**src/rtl/ik_swift_pkg.sv**
```systemverilog
// Shared types, register map and sequencer states for the IK solver host bridge.
package ik_swift_pkg;

  localparam int FW = 27;

  typedef logic [FW-1:0]     fixed_t;
  typedef fixed_t [2:0]      vec3_t;
  typedef fixed_t [5:0]      vec6_t;
  typedef fixed_t [5:0][3:0] dh_t;

  // Word addresses of the host-visible register map
  localparam logic [5:0] ADDR_Z     = 6'd0;
  localparam logic [5:0] ADDR_JT    = 6'd3;
  localparam logic [5:0] ADDR_DH    = 6'd4;
  localparam logic [5:0] ADDR_TGT   = 6'd28;
  localparam logic [5:0] ADDR_CTRL  = 6'd34;
  localparam logic [5:0] ADDR_STAT  = 6'd35;
  localparam logic [5:0] ADDR_DELTA = 6'd36;

  typedef enum logic [1:0] {
    ST_IDLE    = 2'd0,
    ST_CLEAR   = 2'd1,
    ST_RUN     = 2'd2,
    ST_CAPTURE = 2'd3
  } run_state_e;

endpackage

```
**src/rtl/ik_swift_run_seq.sv**
```systemverilog
// Solver run sequencer: one clear cycle, LATENCY enable cycles, one capture cycle.
module ik_swift_run_seq
  import ik_swift_pkg::*;
#(
  parameter int LATENCY = 64
) (
  input  logic clk,
  input  logic rst,
  input  logic start_i,
  input  logic busy_i,
  output logic sol_rst_o,
  output logic sol_en_o,
  output logic capture_o,
  output logic busy_o
);

  localparam int            CW       = (LATENCY > 1) ? $clog2(LATENCY) : 1;
  localparam logic [CW-1:0] CNT_LOAD = CW'(LATENCY - 1);

  run_state_e    state_q, state_d;
  logic [CW-1:0] cnt_q, cnt_d;
  logic          sol_rst_q, sol_en_q;

  // Next-state and run-length counter logic
  always_comb begin
    state_d = state_q;
    cnt_d   = cnt_q;
    case (state_q)
      ST_IDLE: begin
        if (start_i && !busy_i) begin
          state_d = ST_CLEAR;
        end else begin
          state_d = ST_IDLE;
        end
      end
      ST_CLEAR: begin
        state_d = ST_RUN;
        cnt_d   = CNT_LOAD;
      end
      ST_RUN: begin
        if (cnt_q == '0) begin
          state_d = ST_CAPTURE;
        end else begin
          cnt_d = cnt_q - CW'(1);
        end
      end
      ST_CAPTURE: begin
        state_d = ST_IDLE;
      end
      default: begin
        state_d = ST_IDLE;
        cnt_d   = '0;
      end
    endcase
  end

  // State, counter and registered solver controls; solver is held in clear during reset
  always_ff @(posedge clk or posedge rst) begin
    if (rst) begin
      state_q   <= ST_IDLE;
      cnt_q     <= '0;
      sol_rst_q <= 1'b1;
      sol_en_q  <= 1'b0;
    end else begin
      state_q   <= state_d;
      cnt_q     <= cnt_d;
      sol_rst_q <= (state_d == ST_CLEAR);
      sol_en_q  <= (state_d == ST_RUN);
    end
  end

  assign sol_rst_o = sol_rst_q;
  assign sol_en_o  = sol_en_q;
  assign capture_o = (state_q == ST_CAPTURE);
  assign busy_o    = (state_q != ST_IDLE);

endmodule

```
**src/rtl/ik_swift_host_bridge.sv**
```systemverilog
// Host bus register file that loads IK solver operands, runs the solver and returns deltas.
module ik_swift_host_bridge #(
  parameter int LATENCY = 64,
  parameter int FW      = 27
) (
  input  logic                    clk,
  input  logic                    rst,
  input  logic                    chipselect,
  input  logic                    write,
  input  logic                    read,
  input  logic [5:0]              address,
  input  logic [31:0]             writedata,
  output logic [31:0]             readdata,
  output logic                    irq,
  output logic                    sol_rst,
  output logic                    sol_en,
  output logic [2:0][FW-1:0]      sol_z,
  output logic [5:0]              sol_joint_type,
  output logic [5:0][3:0][FW-1:0] sol_dh_param,
  output logic [5:0][FW-1:0]      sol_target,
  input  logic [5:0][FW-1:0]      sol_delta
);
  import ik_swift_pkg::*;

  function automatic logic [31:0] sext(input logic [FW-1:0] v);
    return {{(32-FW){v[FW-1]}}, v};
  endfunction

  logic [2:0][FW-1:0]      z_q;
  logic [5:0]              jt_q;
  logic [5:0][3:0][FW-1:0] dh_q;
  logic [5:0][FW-1:0]      tgt_q;
  logic [5:0][FW-1:0]      delta_q;
  logic                    irq_en_q, busy_q, done_q, err_q;
  logic [31:0]             readdata_q;
  logic [31:0]             rdata_s;

  logic       wr_s, rd_s;
  logic       is_z_s, is_jt_s, is_dh_s, is_tgt_s, is_operand_s, is_delta_s;
  logic       ctrl_wr_s, stat_wr_s, start_wr_s, start_ok_s;
  logic       blocked_s, op_wr_s, err_set_s;
  logic [1:0] z_idx_s;
  logic [4:0] dh_off_s;
  logic [2:0] tgt_off_s, dl_off_s;
  logic       seq_busy_s, capture_s;
  logic       wd_unused_s;

  assign wr_s = chipselect & write;
  assign rd_s = chipselect & read;

  assign is_z_s       = (address < ADDR_JT);
  assign is_jt_s      = (address == ADDR_JT);
  assign is_dh_s      = (address >= ADDR_DH) && (address < ADDR_TGT);
  assign is_tgt_s     = (address >= ADDR_TGT) && (address < ADDR_CTRL);
  assign is_operand_s = (address < ADDR_CTRL);
  assign is_delta_s   = (address >= ADDR_DELTA) && (address < (ADDR_DELTA + 6'd6));

  assign z_idx_s   = 2'(address - ADDR_Z);
  assign dh_off_s  = 5'(address - ADDR_DH);
  assign tgt_off_s = 3'(address - ADDR_TGT);
  assign dl_off_s  = 3'(address - ADDR_DELTA);

  assign ctrl_wr_s  = wr_s & (address == ADDR_CTRL);
  assign stat_wr_s  = wr_s & (address == ADDR_STAT);
  assign start_wr_s = ctrl_wr_s & writedata[0];

  // Operand and START writes are refused for the whole run, including the clear cycle
  assign blocked_s  = busy_q | seq_busy_s;
  assign start_ok_s = start_wr_s & ~blocked_s;
  assign op_wr_s    = wr_s & is_operand_s & ~blocked_s;
  assign err_set_s  = blocked_s & ((wr_s & is_operand_s) | start_wr_s);

  // Upper write-data bits have no home in the narrower operand fields
  assign wd_unused_s = ^writedata[31:FW];

  ik_swift_run_seq #(
    .LATENCY (LATENCY)
  ) u_run_seq (
    .clk       (clk),
    .rst       (rst),
    .start_i   (start_wr_s),
    .busy_i    (busy_q),
    .sol_rst_o (sol_rst),
    .sol_en_o  (sol_en),
    .capture_o (capture_s),
    .busy_o    (seq_busy_s)
  );

  // Operand register file, frozen while a run is in flight
  always_ff @(posedge clk or posedge rst) begin
    if (rst) begin
      z_q   <= '0;
      jt_q  <= 6'd0;
      dh_q  <= '0;
      tgt_q <= '0;
    end else if (op_wr_s) begin
      if (is_z_s) begin
        z_q[z_idx_s] <= writedata[FW-1:0];
      end else if (is_jt_s) begin
        jt_q <= writedata[5:0];
      end else if (is_dh_s) begin
        dh_q[dh_off_s[4:2]][dh_off_s[1:0]] <= writedata[FW-1:0];
      end else if (is_tgt_s) begin
        tgt_q[tgt_off_s] <= writedata[FW-1:0];
      end
    end
  end

  // Control and status bits; a DONE set on capture beats a same-edge W1C
  always_ff @(posedge clk or posedge rst) begin
    if (rst) begin
      irq_en_q <= 1'b0;
      busy_q   <= 1'b0;
      done_q   <= 1'b0;
      err_q    <= 1'b0;
    end else begin
      if (ctrl_wr_s) begin
        irq_en_q <= writedata[1];
      end

      if (start_ok_s) begin
        busy_q <= 1'b1;
      end else if (capture_s) begin
        busy_q <= 1'b0;
      end

      if (capture_s) begin
        done_q <= 1'b1;
      end else if (stat_wr_s && writedata[1]) begin
        done_q <= 1'b0;
      end else if (start_ok_s) begin
        done_q <= 1'b0;
      end

      if (err_set_s) begin
        err_q <= 1'b1;
      end else if (stat_wr_s && writedata[2]) begin
        err_q <= 1'b0;
      end
    end
  end

  // Delta capture; previous results stay visible until the next run completes
  always_ff @(posedge clk or posedge rst) begin
    if (rst) begin
      delta_q <= '0;
    end else if (capture_s) begin
      delta_q <= sol_delta;
    end
  end

  // Read mux over the register map; unmapped words read as zero
  always_comb begin
    rdata_s = 32'd0;
    if (is_z_s) begin
      rdata_s = sext(z_q[z_idx_s]);
    end else if (is_jt_s) begin
      rdata_s = {26'd0, jt_q};
    end else if (is_dh_s) begin
      rdata_s = sext(dh_q[dh_off_s[4:2]][dh_off_s[1:0]]);
    end else if (is_tgt_s) begin
      rdata_s = sext(tgt_q[tgt_off_s]);
    end else if (address == ADDR_CTRL) begin
      rdata_s = {30'd0, irq_en_q, 1'b0};
    end else if (address == ADDR_STAT) begin
      rdata_s = {29'd0, err_q, done_q, busy_q};
    end else if (is_delta_s) begin
      rdata_s = sext(delta_q[dl_off_s]);
    end else begin
      rdata_s = 32'd0;
    end
  end

  // Registered read data, updated only on a qualified read
  always_ff @(posedge clk or posedge rst) begin
    if (rst) begin
      readdata_q <= 32'd0;
    end else if (rd_s) begin
      readdata_q <= rdata_s;
    end
  end

  assign readdata       = readdata_q;
  assign irq            = done_q & irq_en_q;
  assign sol_z          = z_q;
  assign sol_joint_type = jt_q;
  assign sol_dh_param   = dh_q;
  assign sol_target     = tgt_q;

endmodule

```
**config.mk**
```make
export PLATFORM = sky130hd
export DESIGN_NAME = ik_swift_host_bridge
export DESIGN_NICKNAME = d
export VERILOG_FILES = /design/src/rtl/ik_swift_pkg.sv /design/src/rtl/ik_swift_run_seq.sv /design/src/rtl/ik_swift_host_bridge.sv
export SDC_FILE = /design/constraint.sdc
export NUM_CORES = 2
export LEC_CHECK = 0
export CAP_MARGIN = 5
export CORE_AREA = 10 10 434 436
export DETAILED_ROUTE_END_ITERATION = 7
export DIE_AREA = 0 0 444 446
export HOLD_SLACK_MARGIN = 0.05
export PLACE_DENSITY = 0.56
export RECOVER_POWER = 25
export SYNTH_ARGS = -nofsm -noshare
export SYNTH_HDL_FRONTEND = slang
export SYNTH_SLANG_ARGS = --single-unit
```
**constraint.sdc**
```tcl
create_clock -name clk -period 47.3 [get_ports clk]
set_input_delay 14.19 -clock clk [delete_from_list [all_inputs] [get_ports clk]]
set_output_delay 14.19 -clock clk [all_outputs]
set_load 0.01 [all_outputs]
```
Yosys cells after proc, flatten, opt, wreduce, memory -nomap -nowiden
Cells that the tools add are included. Widths: inputs -> output; s select.

Word-level logic and storage cells: 157. Flip-flop bits (word level): 1105. Output and inout port bits: 932.

Add/sub/neg operators: 4. Bitwise gates (word level): 16. Equal/unequal tests: 9. Mux-type cells: 40. Reduce and logical (&&, ||, !) cells: 23. Order comparisons: 16.

Operators with widths (count): $bwmux 648 (1); $bmux 108 s3 (1); $demux 108 s3 (1); $mux 32 (7); $mux 108 (2); $mux 27 (7); $bmux 27 s3 (2); $bwmux 162 (1); $bmux 27 s2 (2); $demux 27 s2 (2); $bwmux 81 (1); $demux 27 s3 (1); $eq 6x6->1 const B (2); $lt 3x4->1 const B (3); $lt 6x6->1 const B (2); $pmux 6 s2 (1); $and 1x1->1 (10); $logic_and 1x1->1 (10); $mux 1 (8); $pmux 2 s4 (1); $reduce_bool 2->1 (4); $eq 2x2->1 const B (3); $eq 6x2->1 const B (1); $ge 3x1->1 const B (2); other kinds (24) (33).

Logic depth before layout (Yosys ltp)
Word-level depth: 10. Mapped depth: 13. Gate-level depth less buffers: 8.

By module
Synthesis repeated with hierarchy kept, for this count alone.

Cell total of the unflattened synthesis: 3906. Area total of the unflattened synthesis: 50980.1 um^2.

By module, submodules not included: ik_swift_host_bridge (cells each 3848, instances 1, area each 50393.3 um^2); ik_swift_run_seq (cells each 58, instances 1, area each 586.8 um^2).

Least setup slack after synthesis
No wires, ideal clock.

Kind: in2reg. From: input port address[2]. To: register dh_q (netlist bit sol_dh_param[26]). Path buffers: 3. Stages on the path: 11. Data required time: 47175 ps. Setup slack: 30291 ps. Data arrival time: 16884 ps. Setup time: 125 ps. Path through: buf_2 > inv_1 > clkbuf_1 > ha_1 > nor3b_2 > o211ai_2 > nor2_2 > nand3_2 > nor2_4 > buf_4 > mux2_2.

Word-level cells in the longest chain between the ends: 6.

Ends and longest elaborated chain: start, declared (line ik_swift_host_bridge.sv:11) `input logic [5:0] address,`; $sub 5x3->5 (line ik_swift_host_bridge.sv:59) `assign dh_off_s = 5'(address - ADDR_DH);`; $lt 3x4->1 (implied by the code) / $ge 3x1->1 (equally long branches) (line ik_swift_host_bridge.sv:102) `dh_q[dh_off_s[4:2]][dh_off_s[1:0]] <= writedata[FW-1:0];`; $logic_and 1x1->1 (implied by the code) (line ik_swift_host_bridge.sv:102); $mux 108 (implied by the code) (line ik_swift_host_bridge.sv:102); $demux 108 s3 (line ik_swift_host_bridge.sv:102); $bwmux 648 (line ik_swift_host_bridge.sv:102); end signal, assigned by index (line ik_swift_host_bridge.sv:102); end, declared (line ik_swift_host_bridge.sv:31) `logic [5:0][3:0][FW-1:0] dh_q;`.

Several ways; a longest one is shown, not always the timed one. A chain may end at the register's enable or synchronous reset.

==> flow_metrics.tcl <==
set metrics [dict create \
    ys_types 85 \
    avgSynthCellArea_um2 14.0 \
    crit_family "buffers and inverters" \
    slew_viol_final 317 \
    ys_ff_latch 1100 \
    fin_ws_ps 22380 \
    place_hpwl_um 204000 \
    dr.pass1.iters 5 \
    cts_root_buffer "clkbuf_16" \
    post-route-min-period_ps 24920 \
    fin_cells 7237 \
    ir_drop_v 0.0000347 \
    synthTopCellsByArea "dfrtp_1 54%, mux2_2 23%, mux2i_1 4.4%" \
    dpl_worst_slack_ps 28070 \
    p_leak_nw 32.9 \
    wl_per_cell_um 38.1 \
    final-setup-viol-count 0 \
    track_usage_pct 26.8 \
    n_fill_cell 17400 \
    cp.buffers_inverters 3 \
    cts_hold_buf 0 \
    start_kind "primary input" \
    layout_commonest_cell "dfrtp_1" \
    fin_tns_setup_ps 0 \
    timing.fmax_mhz 40.1 \
    cts_buffer_depth 3 \
    status "finished, violations left" \
    clkTransAtPathRegs_ps 50 \
    drive_above_1_share_pct 33.4 \
    drt-vias-per-instance 5.46 \
    async_flop_share_pct 100 \
    grt_pass1_vias 39600 \
    synth_warnings 0 \
    synth_area_leader_cell "dfrtp_1" \
    core_area_mm2 0.180 \
    seq_area_frac_synth_pct 53.6 \
    die_area_mm2 0.198 \
    cts.sinks 1100 \
    ctsResizeCount 0 \
    yosysTopAreaCellShare_pct 53.6 \
    drtIter0Drc 3505 \
    path_class "in2async" \
    end_kind "async pin" \
    holdWs_ps 460 \
    initial_core_util_pct 28.6 \
    slew_headroom_pct -418 \
    vias 39500 \
    place_inst 6974 \
    grt_max_degree 176 \
    min_path_type "reg2reg" \
    finalCritPeriodShare_pct 52.7 \
    rows 156 \
    worst_pin_slew_ps 7780 \
    numCtsBuffers 135 \
    postCtsSetupBuffers 0 \
    violations "capacitance limit, slew limit" \
    cts-htree-levels 4 \
    syn_nets 3892 \
    synth_edf_count 0 \
    rsz0062_at_grt "no" \
    finalHoldViolCount 0 \
    utilization_pct 38.7 \
    syn2layout_area_growth_pct 35.6 \
    antenna_found_initial 49 \
    drtAntennaViolNets 0 \
    gp_congestion 0.868 \
    cp.arrival_ps 23890 \
    critical_path.cell_chain "dlygate4sd3_1, clkinvlp_2, clkbuf_1" \
    io_pins 1137 \
    grt_overflow 0 \
    max_stage_delay_ps 5650 \
    power_density_mw_per_mm2 30.9 \
    insertion_delay_ps 820 \
    tritoncts "yes" \
    synth_ff_type "dfrtp_1" \
    grt_pass1_wl_um 367000 \
    drt_wl_total_um 276000 \
    drc 0 \
    synth_cells 3677 \
    cp.required_ps 46270 \
    crit_fanout 145 \
    fp.dieW_um 444 \
    syn-cell-area_mm2 0.0513 \
    die_h_um 446 \
    maxCapViolCount 3 \
    nets 4956 \
    numPortBuffers 1131 \
    critPathSlowestCell "clkbuf_1" \
    most-common-layout-cells "1,099 x dfrtp_1, 1,033 x mux2_2, 648 x clkdlybuf4s50_1" \
    worst_clock_skew_ps 28.0 \
]
path summary, 6_finish.rpt:
check	from	to	slack (ps)	cells past startpoint
setup / recovery	rst	sol_dh_param[399]	22380	3
hold / removal	u_run_seq.cnt_q[0]	u_run_seq.cnt_q[0]	460	1
setup reg to reg	u_run_seq.state_q[0]	sol_dh_param[555]	43420	8
hold reg to reg	u_run_seq.cnt_q[0]	u_run_seq.cnt_q[0]	460	1
max in group clk	address[3]	readdata[13]	28850	9
min in group asynchronous	rst	sol_dh_param[439]	15660	2
flip-flops by register name (all words and copies together) (netlist names):
| signal | count |
|---|---|
| delta_q | 162 |
| readdata | 27 |
| sol_dh_param | 648 |
| done_q | 1 |
| u_run_seq.cnt_q | 6 |
| irq_en_q | 1 |
| u_run_seq.sol_en_o | 1 |
| sol_joint_type | 6 |
| err_q | 1 |
| u_run_seq.sol_rst_o | 1 |
| sol_z | 81 |
| u_run_seq.state_q | 2 |
| sol_target | 162 |
| busy_q | 1 |
cells by family (layout without fill, tap and decap cells):
family | count (synthesis) | in the layout | share of synthesized area (%)
compound gates | 472 | 472 | 6.14
xor+xnor | 5 | 5 | 0.115
fa+ha+maj | 10 | 10 | 0.244
buf+inv | 337 | 1501 | 3.14
flops | 1100 | 1100 | 53.6
mux | 1426 | 1426 | 33.2
other cells | 0 | 26 | 0
simple gates | 327 | 327 | 3.58
layer usage:
| layer | GRT usage (%) | up-vias | wire length, um |
|---|---|---|---|
| li1 | - | 15800 | - |
| met1 | 32.9 | 21200 | 108000 |
| met2 | 42.6 | 1953 | 128000 |
| met3 | 7.82 | 506 | 23400 |
| met4 | 13.7 | 20 | 16400 |
| met5 | 0 | - | 119 |
per-stage QoR:
| stage | power, W | instance area [um^2] |
|---|---|---|
| global route | 0.00221 | 69600 |
| global placement | 0.00113 | 65200 |
| detailed placement | 0.00113 | 65200 |
| CTS | 0.00217 | 69600 |
| floorplan | 0.00104 | 51300 |
| finish | 0.00215 | 69600 |
final cells by class:
| class | instances | area, um^2 | share of cell area, % |
|---|---|---|---|
| Inverter | 12 | 46.3 | 0.0665 |
| Antenna cell | 26 | 65.1 | 0.0935 |
| Tap cell | 2370 | 2970 | 4.26 |
| Timing Repair Buffer | 1252 | 12200 | 17.6 |
| Clock inverter | 40 | 400 | 0.575 |
| Sequential cell | 1100 | 27500 | 39.5 |
| Clock buffer | 197 | 3940 | 5.67 |
| Multi-Input combinational cell | 2240 | 22400 | 32.2 |
Yosys cell counts (10+ instances only):
master,n
dfrtp_1,1099
a211oi_1,27
nand2b_1,11
o22ai_1,32
a31oi_1,28
a2111oi_0,12
nor2_1,53
a22o_1,10
o31ai_1,17
a22oi_1,64
mux2_4,80
mux4_2,85
mux2i_1,228
a21oi_1,101
and3_1,10
clkbuf_1,143
buf_1,37
o21ai_0,81
buf_4,46
nand3_1,34
ha_1,10
inv_1,10
mux2_2,1033
nor3_1,12
buf_2,91
nor2b_1,30
o41ai_1,10
a221oi_1,12
nand2_1,107
o211ai_1,21
worst reg2reg max path: stages, from the launching register on:
cell and delay [ps]:
dfrtp_1 430, inv_1 130, ha_1 150, nor2b_1 360, o211a_1 320, nand3_4 240
nor4_4 1030, buf_4 660, mux2_2 460
report_power, final:
group | switching [W] | leakage, nW | internal, W
Clock | 0.000446 | 2.15 | 0.000593
Sequential | 0.00000288 | 15.3 | 0.000945
Combinational | 0.000120 | 15.5 | 0.0000432
(Power assumes the default switching activity.)
